## config.mk

```make
export PLATFORM = sky130hd
export DESIGN_NAME = ns_link_arbiter
export DESIGN_NICKNAME = d
export VERILOG_FILES = /design/src/rtl/ns_link_arbiter_pkg.sv /design/src/rtl/ns_link_arbiter_rr_pick.sv /design/src/rtl/ns_link_arbiter.sv
export SDC_FILE = /design/constraint.sdc
export NUM_CORES = 1
export LEC_CHECK = 0
export ABC_AREA = 1
export BUFFER_PORTS_ARGS = -buffer_cell sky130_fd_sc_hd__buf_2
export CAP_MARGIN = 25
export CELL_PAD_IN_SITES_DETAIL_PLACEMENT = 1
export CELL_PAD_IN_SITES_GLOBAL_PLACEMENT = 2
export CORE_MARGIN = 4
export CORE_UTILIZATION = 25
export DETAILED_ROUTE_END_ITERATION = 10
export HOLD_SLACK_MARGIN = 0.02
export PLACE_DENSITY_LB_ADDON = 0.1
export SETUP_SLACK_MARGIN = 0.2
export SYNTH_ARGS = -nofsm -noshare
export SYNTH_HDL_FRONTEND = slang
export SYNTH_SLANG_ARGS = --single-unit
```

## constraint.sdc

```tcl
create_clock -name i_clk -period 1.9 [get_ports i_clk]
set_input_delay 0.19 -clock i_clk [delete_from_list [all_inputs] [get_ports i_clk]]
set_output_delay 0.19 -clock i_clk [all_outputs]
set_load 0.02 [all_outputs]
```

## src/rtl/ns_link_arbiter_pkg.sv

```systemverilog
// Shared definitions for the link arbiter: FSM state encodings, grant index
// width and the round-robin pointer advance helper.
// Latency: n/a (types and constants only). Backpressure: n/a.
//
// NS_DATA_SIZE is the default message data width for every arbiter build.
`ifndef NS_DATA_SIZE
`define NS_DATA_SIZE 8
`endif

package ns_link_arbiter_pkg;

    // Grant index width; covers the largest legal source count (8).
    localparam int RR_W     = 3;
    localparam int NSRC_MAX = 8;

    typedef enum logic [1:0] {
        ST_IDLE = 2'd0,   // waiting for any source request
        ST_SEND = 2'd1,   // o_req high, waiting for sink acknowledge
        ST_ACKD = 2'd2,   // grantee acknowledged, waiting for its req to fall
        ST_DROP = 2'd3    // o_req low, waiting for sink acknowledge to fall
    } arb_state_t;

    // Pointer to the source after idx, wrapping from nsrc-1 back to 0.
    function automatic logic [RR_W-1:0] rr_next(input logic [RR_W-1:0] idx,
                                                 input int              nsrc);
        if (int'(idx) == nsrc - 1) begin
            rr_next = '0;
        end else begin
            rr_next = idx + RR_W'(1);
        end
    endfunction

endpackage

```

## src/rtl/ns_link_arbiter_rr_pick.sv

```systemverilog
// Round-robin priority picker: lowest requesting index at or above ptr, else
// lowest requesting index overall (wrap). Purely combinational.
// Latency: 0 cycles. Backpressure: none, result follows inputs directly.
//
// Ports:
//   req   - one request bit per source
//   ptr   - first index with priority this round (must be < NSRC)
//   pick  - winning source index (0 when nothing requests)
//   found - high when at least one request bit is set
module ns_rr_pick
    import ns_link_arbiter_pkg::*;
#(
    parameter int NSRC = 4
) (
    input  logic [NSRC-1:0] req,
    input  logic [RR_W-1:0] ptr,
    output logic [RR_W-1:0] pick,
    output logic            found
);

    logic [RR_W-1:0] hi_pick;
    logic            hi_found;
    logic [RR_W-1:0] lo_pick;
    logic            lo_found;

    // Scan from the top down so the last hit is the lowest index. The "hi"
    // search only counts indices at or above the pointer; if it comes up empty
    // the "lo" search supplies the wrapped-around winner.
    always_comb begin
        hi_pick  = '0;
        hi_found = 1'b0;
        lo_pick  = '0;
        lo_found = 1'b0;
        for (int k = NSRC - 1; k >= 0; k--) begin
            if (req[k]) begin
                lo_pick  = RR_W'(k);
                lo_found = 1'b1;
                if (RR_W'(k) >= ptr) begin
                    hi_pick  = RR_W'(k);
                    hi_found = 1'b1;
                end
            end
        end
        pick  = hi_found ? hi_pick : lo_pick;
        found = lo_found;
    end

endmodule

```

## src/rtl/ns_link_arbiter.sv

```systemverilog
// Round-robin arbiter merging NSRC four-phase request/ack source channels onto
// one four-phase sink channel. Latency: o_req rises 1 cycle after IDLE sees a
// request. Backpressure: sink stalls by holding o_ack low; o_req/o_data hold.
//
// Ports:
//   i_clk, reset   - clock; asynchronous active-low reset
//   ready          - high from the first edge after reset release
//   i_data, i_req  - per-source data slices (k*DSZ +: DSZ) and requests
//   i_ack          - per-source acknowledge, only the grantee bit ever high
//   o_data, o_req  - registered message and request toward the sink
//   o_ack          - sink acknowledge
//   o_grant        - index of the current or most recent grantee
module ns_link_arbiter
    import ns_link_arbiter_pkg::*;
#(
    parameter int DSZ  = `NS_DATA_SIZE,
    parameter int NSRC = 4
) (
    input  logic                 i_clk,
    input  logic                 reset,
    output logic                 ready,
    input  logic [NSRC*DSZ-1:0]  i_data,
    input  logic [NSRC-1:0]      i_req,
    output logic [NSRC-1:0]      i_ack,
    output logic [DSZ-1:0]       o_data,
    output logic                 o_req,
    input  logic                 o_ack,
    output logic [RR_W-1:0]      o_grant
);

    arb_state_t      state;
    arb_state_t      state_nxt;
    logic [RR_W-1:0] rr_ptr;
    logic [RR_W-1:0] ptr_nxt;
    logic [RR_W-1:0] grant_nxt;
    logic [DSZ-1:0]  data_nxt;
    logic            req_nxt;
    logic [NSRC-1:0] ack_nxt;

    logic [RR_W-1:0] pick;
    logic            pick_vld;
    logic [DSZ-1:0]  pick_data;
    logic [NSRC-1:0] grant_mask;

    ns_rr_pick #(
        .NSRC (NSRC)
    ) u_pick (
        .req   (i_req),
        .ptr   (rr_ptr),
        .pick  (pick),
        .found (pick_vld)
    );

    // Data slice of the round-robin winner; constant indices keep the mux
    // free of variable part-selects.
    always_comb begin
        pick_data = '0;
        for (int k = 0; k < NSRC; k++) begin
            if (pick == RR_W'(k)) begin
                pick_data = i_data[k*DSZ +: DSZ];
            end
        end
    end

    // One-hot of the grantee. Both the ack drive and the req-drop test go
    // through this mask, so no other source's ack or req is ever looked at.
    assign grant_mask = {{(NSRC-1){1'b0}}, 1'b1} << o_grant;

    always_comb begin
        state_nxt = state;
        ptr_nxt   = rr_ptr;
        grant_nxt = o_grant;
        data_nxt  = o_data;
        req_nxt   = o_req;
        ack_nxt   = i_ack;
        case (state)
            ST_IDLE: begin
                if (pick_vld) begin
                    data_nxt  = pick_data;
                    grant_nxt = pick;
                    req_nxt   = 1'b1;
                    state_nxt = ST_SEND;
                end
            end
            ST_SEND: begin
                // A grantee dropping req early is ignored here: the message is
                // already latched and must reach the sink, so no abort path.
                if (o_ack) begin
                    ack_nxt   = grant_mask;
                    state_nxt = ST_ACKD;
                end
            end
            ST_ACKD: begin
                if ((i_req & grant_mask) == '0) begin
                    req_nxt   = 1'b0;
                    state_nxt = ST_DROP;
                end
            end
            ST_DROP: begin
                // Pointer moves only when the transfer fully completes, so a
                // grantee re-requesting at once waits behind everyone else.
                if (!o_ack) begin
                    ack_nxt   = '0;
                    ptr_nxt   = rr_next(o_grant, NSRC);
                    state_nxt = ST_IDLE;
                end
            end
            default: begin
                state_nxt = ST_IDLE;
            end
        endcase
    end

    always_ff @(posedge i_clk or negedge reset) begin
        if (!reset) begin
            state   <= ST_IDLE;
            rr_ptr  <= '0;
            o_req   <= 1'b0;
            i_ack   <= '0;
            o_data  <= '0;
            o_grant <= '0;
            ready   <= 1'b0;
        end else begin
            state   <= state_nxt;
            rr_ptr  <= ptr_nxt;
            o_req   <= req_nxt;
            i_ack   <= ack_nxt;
            o_data  <= data_nxt;
            o_grant <= grant_nxt;
            ready   <= 1'b1;
        end
    end

endmodule

```

======== Word level (Yosys, flattened, before mapping) ========
Cells that the tools add are included.
operators by class
  $add $sub $neg .......................... 1
  bitwise gates (word level) .............. 2
  muxes and demuxes ....................... 41
  reduce and logical (&&, ||, !) cells .... 10
  $lt $le $gt $ge ......................... 4
  shift-type cells ........................ 1
  eq/ne operators ......................... 11
operator list
  operator                                                           count
  2-to-1 mux 8 bit                                                   4
  2-to-1 mux 3 bit                                                   9
  2-to-1 mux 2 bit                                                   9
  2-to-1 mux 1 bit                                                   14
  2-to-1 mux 4 bit                                                   2
  inequality test 2 bit (second input constant)                      4
  case mux 2 bit (4 select lines)                                    1
  case mux 4 bit (2 select lines)                                    1
  equality test 3 x 2 -> 1 bit (second input constant)               2
  greater-or-equal comparator 1 x 3 -> 1 bit (first input constant)  2
  greater-or-equal comparator 2 x 3 -> 1 bit (first input constant)  2
  AND reduction 3 bit                                                2
  bitwise AND 4 bit                                                  1
  equality test 2 bit (second input constant)                        2
  zero test 4 bit                                                    1
  AND reduction 2 bit                                                2
  AND reduction 4 bit                                                1
  nonzero test 2 bit                                                 2
  << shifter 1 x 3 -> 4 bit (first input constant)                   1
  adder 3 x 1 -> 3 bit (second input constant)                       1
  equality test 3 x 1 -> 1 bit (second input constant)               1
  equality test 3 bit (second input constant)                        1
  zero test 3 bit                                                    1
  equality test 2 x 1 -> 1 bit (second input constant)               1
  other kinds (3)                                                    3
word-level totals
  input bits .............................. 39
  word-level logic and storage cells ...... 77
  register bits ........................... 22

======== Logic depth before layout (Yosys ltp) ========
Gate-level depths: netlist of run 1.
  depth after elaboration ................. 15
  mapped depth ............................ 13
  gate-level depth less buffers ........... 12

======== Hierarchy ========
Synthesis of run 1 repeated with hierarchy kept, for this count alone.
second synthesis, totals
  cell total of the unflattened synthesis .. 202
  area, all modules ....................... 1,446.4 µm²
by module, submodules not included
  module           instances  cells each  sequential area each (µm²)  area an instance (µm²)
  ns_link_arbiter  1          174         550.5                       1,315.0
  ns_rr_pick       1          28          0.0                         131.4

======== Least setup slack after synthesis of run 1 ========
No wires, ideal clock.
  kind .................................... register -> register
  start point ............................. register o_grant[0]
  end point ............................... register state[0]
  required time ........................... 1.817 ns
  data arrival time ....................... 1.351 ns
  cell stages (with the launch flop) ...... 10
  clock period less this slack ............ 1.434 ns
  path slack .............................. 0.466 ns
  buffers on the path ..................... 0
  cell sequence ........................... dfrtp_1 inv_1 ha_1 nand2_1 nand4_1 nand2_1 nand2_1 nor2_1 o21ai_0 o21ai_0
between the ends
  longest elaborated chain between the ends .. 5
ends and longest elaborated chain
  item                                    RTL line                RTL
  start, declared                         ns_link_arbiter.sv:28   output logic [RR_W-1:0] o_grant
  start signal, assigned                  ns_link_arbiter.sv:129  o_grant <= grant_nxt;
  << shifter 1 x 3 -> 4 bit               ns_link_arbiter.sv:67   assign grant_mask = {{(NSRC-1){1'b0}}, 1'b1} << o_grant;
  bitwise AND 4 bit                       ns_link_arbiter.sv:94   if ((i_req & grant_mask) == '0) begin
  zero test 4 bit                         ns_link_arbiter.sv:94
  inequality test 2 bit (no source line)  --
  AND reduction 4 bit (no source line)    --
  end signal, assigned                    ns_link_arbiter.sv:124  state <= state_nxt;
  end, declared                           ns_link_arbiter.sv:31   arb_state_t state;
No other way between the ends.
A chain may end at the register's enable or synchronous reset.

======== Worst setup path after layout of run 1 ========
  start point ............................. register rr_ptr[0]
  end point ............................... register o_data[6]
between the ends
  longest elaborated chain between the ends .. 15
  elaborated cells on any way between the ends .. 29
  those cells by class .................... order compare: 4; eq/ne: 3; mux: 21; reduce/logical: 1
ends and longest elaborated chain
  item                                                  RTL line                       RTL
  start, declared                                       ns_link_arbiter.sv:33          logic [RR_W-1:0] rr_ptr;
  start signal, assigned                                ns_link_arbiter.sv:125         rr_ptr <= ptr_nxt;
  greater-or-equal comparator 2 x 3 -> 1 bit            ns_link_arbiter_rr_pick.sv:38  if (RR_W'(k) >= ptr) begin
  2-to-1 mux 2 bit or 2-to-1 mux 1 bit (tied branches)  ns_link_arbiter_rr_pick.sv:38
  2-to-1 mux 3 bit or 2-to-1 mux 1 bit (tied branches)  ns_link_arbiter_rr_pick.sv:35  if (req[k]) begin
  2-to-1 mux 3 bit or 2-to-1 mux 1 bit (tied branches)  ns_link_arbiter_rr_pick.sv:38
  2-to-1 mux 3 bit or 2-to-1 mux 1 bit (tied branches)  ns_link_arbiter_rr_pick.sv:35
  2-to-1 mux 3 bit or 2-to-1 mux 1 bit (tied branches)  ns_link_arbiter_rr_pick.sv:38
  2-to-1 mux 3 bit or 2-to-1 mux 1 bit (tied branches)  ns_link_arbiter_rr_pick.sv:35
  2-to-1 mux 3 bit or 2-to-1 mux 1 bit (tied branches)  ns_link_arbiter_rr_pick.sv:38
  2-to-1 mux 3 bit or 2-to-1 mux 1 bit (tied branches)  ns_link_arbiter_rr_pick.sv:35
  2-to-1 mux 3 bit (*)                                  ns_link_arbiter_rr_pick.sv:44  pick = hi_found ? hi_pick : lo_pick;
  zero test 3 bit                                       ns_link_arbiter.sv:59          if (pick == RR_W'(k)) begin
  2-to-1 mux 8 bit (3 in series)                        ns_link_arbiter.sv:59
  2-to-1 mux 8 bit (*)                                  ns_link_arbiter.sv:59
  end signal, assigned                                  ns_link_arbiter.sv:128         o_data <= data_nxt;
  end, declared                                         ns_link_arbiter.sv:25          output logic [DSZ-1:0] o_data,
Every way passes the cells marked *; elsewhere a longest branch is shown, timed or not.

==> out/metrics.cfg, run 1 <==
[sta]
grt_setup_unrepaired=no
period_share_pct=80.09
finalSetupViolCount=0
hold_viol=0
clock_skew_ps=3.950
worst_slack_ps=378.3
period_minus_slack_ps=1522
whs_ps=229.4
clock.fmax_ghz=0.6572
tns_ps=0
finalMaxSlewViolations=0

[detailed_routing]
drc=0
firstDrtPassIters=4
ant_nets=0
num_vias=1385
drtIter0Drc=30
routedWlPerCell_um=12.82
viasPerCell=4.425
drt_wl_total_um=4014

[yosys]
synth_area_per_cell_um2=7.354
yosys.area.top_type_share_pct=36.20
yosysTopAreaCell=dfrtp_1
synth-edff-count=0
netlist_instances=188
postSynth.asyncResetShare_pct=100.0
synth_area_leaders=dfrtp_1 (36%), nand2_1 (15%), nand3_1 (9.0%)
ys_types=26
syn_area_mm2=0.001383
synth_warnings=0
ys.flop_type=dfrtp_1
syn_nets=235
yosysMostFrequentCell=nand2_1
yosysSeqAreaShare_pct=36.20
synth-seq-cells=20
ys_top_cells_by_count=nand2_1 (54), nand3_1 (25), nor2_1 (21)

[cells_and_area]
final_nets=292
fillerInstances=679
syn_to_final_growth_pct=28.33
drive_above_1_share_pct=34.16
diodes=0
fin_area_mm2=0.001774

[die]
fp.dieW_um=82.37
core_mm2=0.005238
die_h_um=82.37
initial_utilization_pct=26.40
boundaryPins=56
dieArea_mm2=0.006784
rows=26

[cts]
postCtsSetupRepairBufs=0
cts_tree=yes
clk_root_buffer_cell=clkbuf_8
ctsLongestPathBuffers=2
cts_buffers=3
clk_pin_slew_ps=80
cts_max_level=1
clk_latency_ps=260
clock_sinks=20

[setup_path]
arrival_ps=1670
cp_max_fo=15
cp.required_ps=2050
crit_type=reg2reg
path_cells=nor2_2, nand2_1, inv_2, nor2_4, nand2_4, clkinv_8, nand2_8, nand4_1, nand2_1, nand2_1
cpMostUsedCell=nand2_1
start_kind=flip-flop
slowest_stage=dfrtp_1
r2r_cells=10
critPathCaptureType=flip-flop
slowest_delay_ps=410

[pwr]
combPwrFrac_pct=59.3
peakVddDrop_uv=629.4
power.density_mw_per_mm2=1437
pwr-share-clk_pct=11.0
total_power_w=0.002549
swShare_pct=49.50
power_frac_seq_pct=29.7
p_switching_w=0.001262
p_leak_nw=0.9536
internal_power_w=0.001287

[global_routing]
grt_pass1_wl_um=6265
overflow=0
grt_pass1_vias=1415
track_usage_pct=11.90
grt_start_max_net_pins=22
antenna_found_initial=0

[place]
post-place-ws_ps=349.8
io_buffers=54
gp_congestion=0.7131
hpwl_um=3328
place_area_mm2=0.001719

[status]
status=finished clean

[worst_hold_path]
hold_path.class=in2reg
whs_path_depth=5

[run]
max-cap-violations=0

registers in the layout, indices dropped and copies added, names as in the netlist:
signal and flops:
o_data 8, ready 1, o_grant 2, o_req 1
state 2, i_ack 4, rr_ptr 2
metrics by stage:
step	cells	util [%]
finish	313	33.87
global route	313	33.87
CTS	313	33.80
detailed placement	309	32.82
global placement	309	32.82
floorplan	188	-
critical path: cells and delay by family (launching register included):
kind          cells  cell delay [ps]
buf+inv           2              180
flops             1              410
simple gates      8              820
placed cells by master, fill, tap and decap left out, types with 3 or more instances in the layout:
master    Yosys  routed
nand2_1      54      54
o21ai_0      12      12
clkbuf_8      0       3
dfrtp_1      20      19
inv_1         9       9
inv_2         3       3
ha_1          8       8
buf_4         2       3
nor2_1       21      20
nand4_1       7       7
nand3_1      25      25
buf_2         2      54
nor2_2        8       9
power groups by stage:
stage	registers, W	clock network [W]	logic [W]
floorplan	0.000915	0	0.000955
global placement	0.000764	0	0.00154
detailed placement	0.000764	0	0.00155
CTS	0.000762	0.000295	0.00155
global route	0.000788	0.000310	0.00173
finish	0.000757	0.000280	0.00151
logic make-up after synthesis:
| logic type | count (synthesis) | synth area share, % |
|---|---|---|
| adders and majority gates | 8 | 7.240 |
| and+or+nand+nor | 122 | 41.72 |
| DFF | 20 | 36.20 |
| other | 2 | 0.5432 |
| AOI/OAI and AO/OA | 16 | 6.244 |
| buffers and inverters | 20 | 8.054 |
what timing repair did:
action	CTS	global route
hold endpoints to repair	20	0
endpoints found under the setup margin	0	1
gates resized for setup	0	2
hold buffers	1	0
per-layer routing:
metal | GRT usage [%] | up-vias | share of wire (%)
li1 | - | 716 | -
met1 | 14.43 | 629 | 46
met2 | 20.59 | 38 | 46
met3 | 4.664 | 2 | 7.7
met4 | 0.9967 | 0 | 0.15
met5 | 0 | - | 0
path summary, 6_finish.rpt:
path / start / to / slack (ps)
min reg2reg: o_data[6] / o_data[6] / 490
min: i_data[17] / o_data[1] / 230
max in group asynchronous: reset / o_grant[0] / 1140
min in group asynchronous: reset / i_ack[3] / 410
max: rr_ptr[0] / o_data[6] / 380
max reg2reg: rr_ptr[0] / o_data[6] / 380
area by class of cell:
class / count / area (um^2) / share of cell area (%)
well taps: 70 / 87.58 / 4.937
flip-flops and latches: 20 / 501.7 / 28.28
clock buffers: 3 / 41.29 / 2.327
inverters: 14 / 67.56 / 3.808
repair buffers: 58 / 302.8 / 17.07
multi-input cells: 148 / 773.2 / 43.58
(Power assumes the default switching activity.)
==> run 2, diff against run 1 <==
==> constraint.sdc (replaced) <==
create_clock -name i_clk -period 1.4 [get_ports i_clk]
set_input_delay 0.14 -clock i_clk [delete_from_list [all_inputs] [get_ports i_clk]]
set_output_delay 0.14 -clock i_clk [all_outputs]
set_load 0.02 [all_outputs]
==> run 2 against run 1 <==
  * The run now ends with negative setup slack left
  * Power grew 85%
  * Utilization grew 8.0 points
  * First-iteration DRC count grew 13%
  * Worst setup slack lost 420 ps
  * Critical path depth shrank 1
  * Sequential share of layout area shrank 5.3 points
  * Critical endpoint is now state[0]
==> out/metrics.cfg, run 2 (synthesis results as in run 1) <==
[detailed_routing]
drt_wl_total_um=4390
firstDrtPassIters=4
num_vias=1491
ant_nets=0
drc=0
viasPerCell=4.464
routedWlPerCell_um=13.14
drtIter0Drc=34

[setup_path]
r2r_cells=9
crit_type=reg2reg
timing.rr.start=o_grant[0]
worstReg2RegEnd=state[0]
start_kind=flip-flop
critPathCaptureType=flip-flop
r2r_slack_ps=-40
arrival_ps=1640
cp.required_ps=1600
cp_max_fo=5

[status]
status=finished with violations
failed_checks=negative setup slack

[cts]
cts_buffers=3
clock_sinks=20
clk_pin_slew_ps=80
clk_root_buffer_cell=clkbuf_8
cts_max_level=1
clk_latency_ps=260
ctsLongestPathBuffers=2
cts_tree=yes

[cells_and_area]
final_common_cell=buf_2
final_nets=312
seqCellArea_um2=504.2
multi_input_area_um2=957.2
final_cells=334
largest_reg_flops=8
top_register=o_data
top_regs=o_data (8), i_ack (4)
final_cell_mix=buf_2 (53), nand2_1 (51), nand3_1 (25)
drive_above_1_share_pct=50.76
fillerInstances=664
diodes=0
syn_to_final_growth_pct=58.55

[pwr]
power.density_mw_per_mm2=2146
total_power_w=0.004705
p_leak_nw=1.096
peakVddDrop_uv=651.7

[global_routing]
antenna_found_initial=0
track_usage_pct=13.84
grt_start_max_net_pins=21
overflow=0
grt_pass1_vias=1606
grt_pass1_wl_um=7300

[place]
hpwl_um=3470
post-place-ws_ps=-59.91
gp_congestion=0.7861
io_buffers=54
dp.cells=319

[sta]
hold_viol=0
period_share_pct=103.1
grt_setup_unrepaired=yes
period_minus_slack_ps=1443
clock.fmax_ghz=0.6928
finalSetupViolCount=4
worst_slack_ps=-43.38
finalMaxSlewViolations=0
clock_skew_ps=9.233

[die]
initial_utilization_pct=26.40
boundaryPins=56
die_h_um=82.37
fp.dieW_um=82.37
core_mm2=0.005238
rows=26
dieArea_mm2=0.006784

[worst_hold_path]
worst_hold_path.endpoint=o_data[6]
hold_path.class=in2reg
whs_path_depth=5
worstHoldStart=i_data[30]

[run]
max-cap-violations=0

## run 2: cell type report
type | count | share of cell area, %
multi-input combinational | 149 | 43.66
inverter | 14 | 3.311
sequential | 20 | 23.00
clock inverter | 1 | 1.370
tap | 70 | 3.995
timing repair buffer | 77 | 22.77
clock buffer | 3 | 1.884
## run 2: timing repair
action                                 in CTS  in global routing
pin swaps                                  12                  8
cloned                                      1                  0
hold buffers                                1                  0
buffers inserted                            7                  2
endpoints found under the hold margin      20                  0
setup endpoints to repair                  18                 20
resized for setup                          40                 15
## run 2: metal layers
metal  routed length [um]  global-route usage [%]
met1                 1829                   17.04
met2                 2326                   25.24
met5                    0                       0
met4                   10                   1.495
met3                  224                   3.037
## run 2: worst max path at each step
stage	startpoint	slack, ps	cells past startpoint	to
after floorplan	rr_ptr[1]	30	11	o_data[0]
after global placement	rr_ptr[1]	-50	10	o_data[4]
after detailed placement	rr_ptr[1]	-60	9	o_data[0]
after CTS	rr_ptr[1]	-60	10	o_data[4]
after global routing	rr_ptr[1]	-160	10	o_data[4]
final	o_grant[0]	-40	9	state[0]
## run 2: through the flow
step	TNS (ps)	hold WS, ps	area [um^2]	utilization (%)
after global placement	-171.1	127.9	1836	35.05
after floorplan	0	-155.6	1399	-
final	-80.50	188.8	2192	41.85
after detailed placement	-282.6	133.5	1836	35.05
after CTS	-326.8	185.7	2133	40.73
after global routing	-1334	202.6	2192	41.85
## run 2: power by group
part	switching, W	internal, W	total [W]
clock	0.000197	0.000382	0.000579
combinational	0.00170	0.00134	0.00304
sequential	0.000235	0.000847	0.00108
total	0.00213	0.00257	0.00470
## run 2: worst max-delay path, stage by stage, from the launching register on
cell and delay [ps]:
dfrtp_2 490, inv_4 70, ha_4 160, nand2_2 60
nand4_1 130, nand2_1 110, nand2_2 80, nor2_4 150
o21ai_1 80, o21ai_1 70
==> run 3, diff against run 2 <==
--- a/config.mk
+++ b/config.mk
@@ -11,7 +11,8 @@
 export CELL_PAD_IN_SITES_DETAIL_PLACEMENT = 1
 export CELL_PAD_IN_SITES_GLOBAL_PLACEMENT = 2
 export CORE_MARGIN = 4
-export CORE_UTILIZATION = 25
+export CORE_UTILIZATION = 26
+export CTS_BUF_LIST = sky130_fd_sc_hd__clkbuf_2
 export DETAILED_ROUTE_END_ITERATION = 10
 export HOLD_SLACK_MARGIN = 0.02
 export PLACE_DENSITY_LB_ADDON = 0.1
==> run 3 against run 2 <==
  * The run still ends with negative setup slack left
  * Clock skew rose by 32 ps
  * Power fell by 6.3%
  * Cell count up 0.90%
  * Cell area is 2.2% lower
  * Highest routed layer unchanged
  * Global-route usage up 0.73 points
  * Largest power group unchanged
  * Largest cell class unchanged
==> out/metrics.cfg, run 3 (synthesis results as in run 1) <==
[sta]
clock.fmax_ghz=0.6598
finalSetupViolCount=11
grt_setup_unrepaired=yes
period_minus_slack_ps=1516
period_share_pct=108.3
clock_skew_ps=41.02
worst_slack_ps=-115.6
hold_viol=0
whs_ps=70.98
finalMaxSlewViolations=0

[setup_path]
path_cells=nand2_2, nand2_4, nor2_4, nor2_4, nand2_4, buf_12, nand3_1, nand4_1, nand2_1, nand2_1
critPathCaptureType=flip-flop
start_kind=flip-flop
critical-path-top-delay-family=simple AND/OR/NAND/NOR gates
arrival_ps=1750
cp.required_ps=1630
slowest_delay_ps=500
crit_type=reg2reg
slowest_stage=dfrtp_1
cp_max_fo=13
crit_buf_inv=1

[detailed_routing]
firstDrtPassIters=4
drt_wl_total_um=4651
drc=0
routedWlPerCell_um=13.80
num_vias=1533
ant_nets=0
drtIter0Drc=47
viasPerCell=4.549

[cells_and_area]
final_cell_mix=buf_2 (52), nand2_1 (50), nand3_1 (22)
final_nets=315
syn_to_final_growth_pct=55.11
postLayoutCoreUtil_pct=41.72
diodes=0
drive_above_1_share_pct=50.19
fillerInstances=689
fin_area_mm2=0.002145
multi_input_area_um2=922.1
largest_reg_flops=8
top_regs=o_data (8), i_ack (4)
seqCellArea_um2=504.2
top_register=o_data
final_common_cell=buf_2

[global_routing]
grt_pass1_wl_um=7438
grt_pass1_vias=1549
overflow=0
antenna_found_initial=0
track_usage_pct=14.57
grt_start_max_net_pins=21

[pwr]
power.density_mw_per_mm2=2055
peakVddDrop_uv=712.9
p_leak_nw=1.085

[die]
fp.dieW_um=80.92
dieArea_mm2=0.006548
boundaryPins=56
rows=26
initial_utilization_pct=26.90
core_mm2=0.005140
die_h_um=80.92

[place]
gp_congestion=0.7315
hpwl_um=3484
io_buffers=54
place_area_mm2=0.001856

[cts]
clk_latency_ps=350
ctsLongestPathBuffers=2
cts_max_level=1
clock_sinks=20
clk_root_buffer_cell=clkbuf_2
clk_pin_slew_ps=240
cts_tree=yes
cts_buffers=3

[worst_hold_path]
hold_path.class=in2reg

[status]
status=finished with violations
failed_checks=negative setup slack

[run]
max-cap-violations=0

==> run 3: routing by layer <==
| metal | GRT usage, % | share of wire (%) | up-vias |
|---|---|---|---|
| li1 | - | - | 764 |
| met1 | 18.61 | 43 | 735 |
| met2 | 25.37 | 51 | 30 |
| met3 | 3.215 | 4.7 | 4 |
| met4 | 2.534 | 0.67 | 0 |
| met5 | 0 | 0 | - |
==> run 3: area by class of cell <==
cell class | count | area share (%)
tap | 70 | 4.084
inverter | 14 | 3.151
timing repair buffer | 80 | 25.38
sequential | 20 | 23.51
clock buffer | 3 | 0.7001
clock inverter | 1 | 0.1750
multi-input combinational | 149 | 43.00
==> run 3: through the flow <==
step | worst slack [ps] | TNS (ps) | std cells | total power [W]
3_5_place_dp | -85.51 | -480.0 | 320 | 0.003523
5_1_grt | -259.7 | -2117 | 337 | 0.004825
3_3_place_gp | -49.13 | -170.9 | 320 | 0.003485
6_report | -115.6 | -705.2 | 337 | 0.004408
4_1_cts | -161.2 | -856.9 | 332 | 0.004162
2_1_floorplan | 34.02 | 0 | 188 | 0.002578
==> run 3: worst register-to-register path, cell delays in order, from the launching register on <==
cell and delay (ps):
dfrtp_1 500, nand2_2 110, nand2_4 90, nor2_4 40
nor2_4 90, nand2_4 90, buf_12 160, nand3_1 60
nand4_1 110, nand2_1 90, nand2_1 60
==> run 3: report_power, final <==
group          internal, W  switching [W]
Clock            0.0000620       0.000201
Combinational      0.00138        0.00170
Sequential        0.000843       0.000226
Total              0.00228        0.00213
==> run 3: timing repair <==
action / in CTS / in global routing
pin swaps: 9 / 9
endpoints found under the setup margin: 21 / 21
hold endpoints to repair: 20 / 0
cloned: 1 / 0
hold buffers: 1 / 0
gates resized for setup: 32 / 18
setup buffers: 6 / 5
==> run 3: worst paths after layout <==
path,slack (ps),depth (start not counted),start,end
hold reg to reg,510,2,o_data[3],o_data[3]
setup reg to reg,-120,10,rr_ptr[0],o_data[2]
min in group asynchronous,230,2,reset,i_ack[0]
setup / recovery,-120,10,rr_ptr[0],o_data[2]
max in group asynchronous,780,2,reset,o_data[2]
hold / removal,70,5,i_data[23],o_data[7]
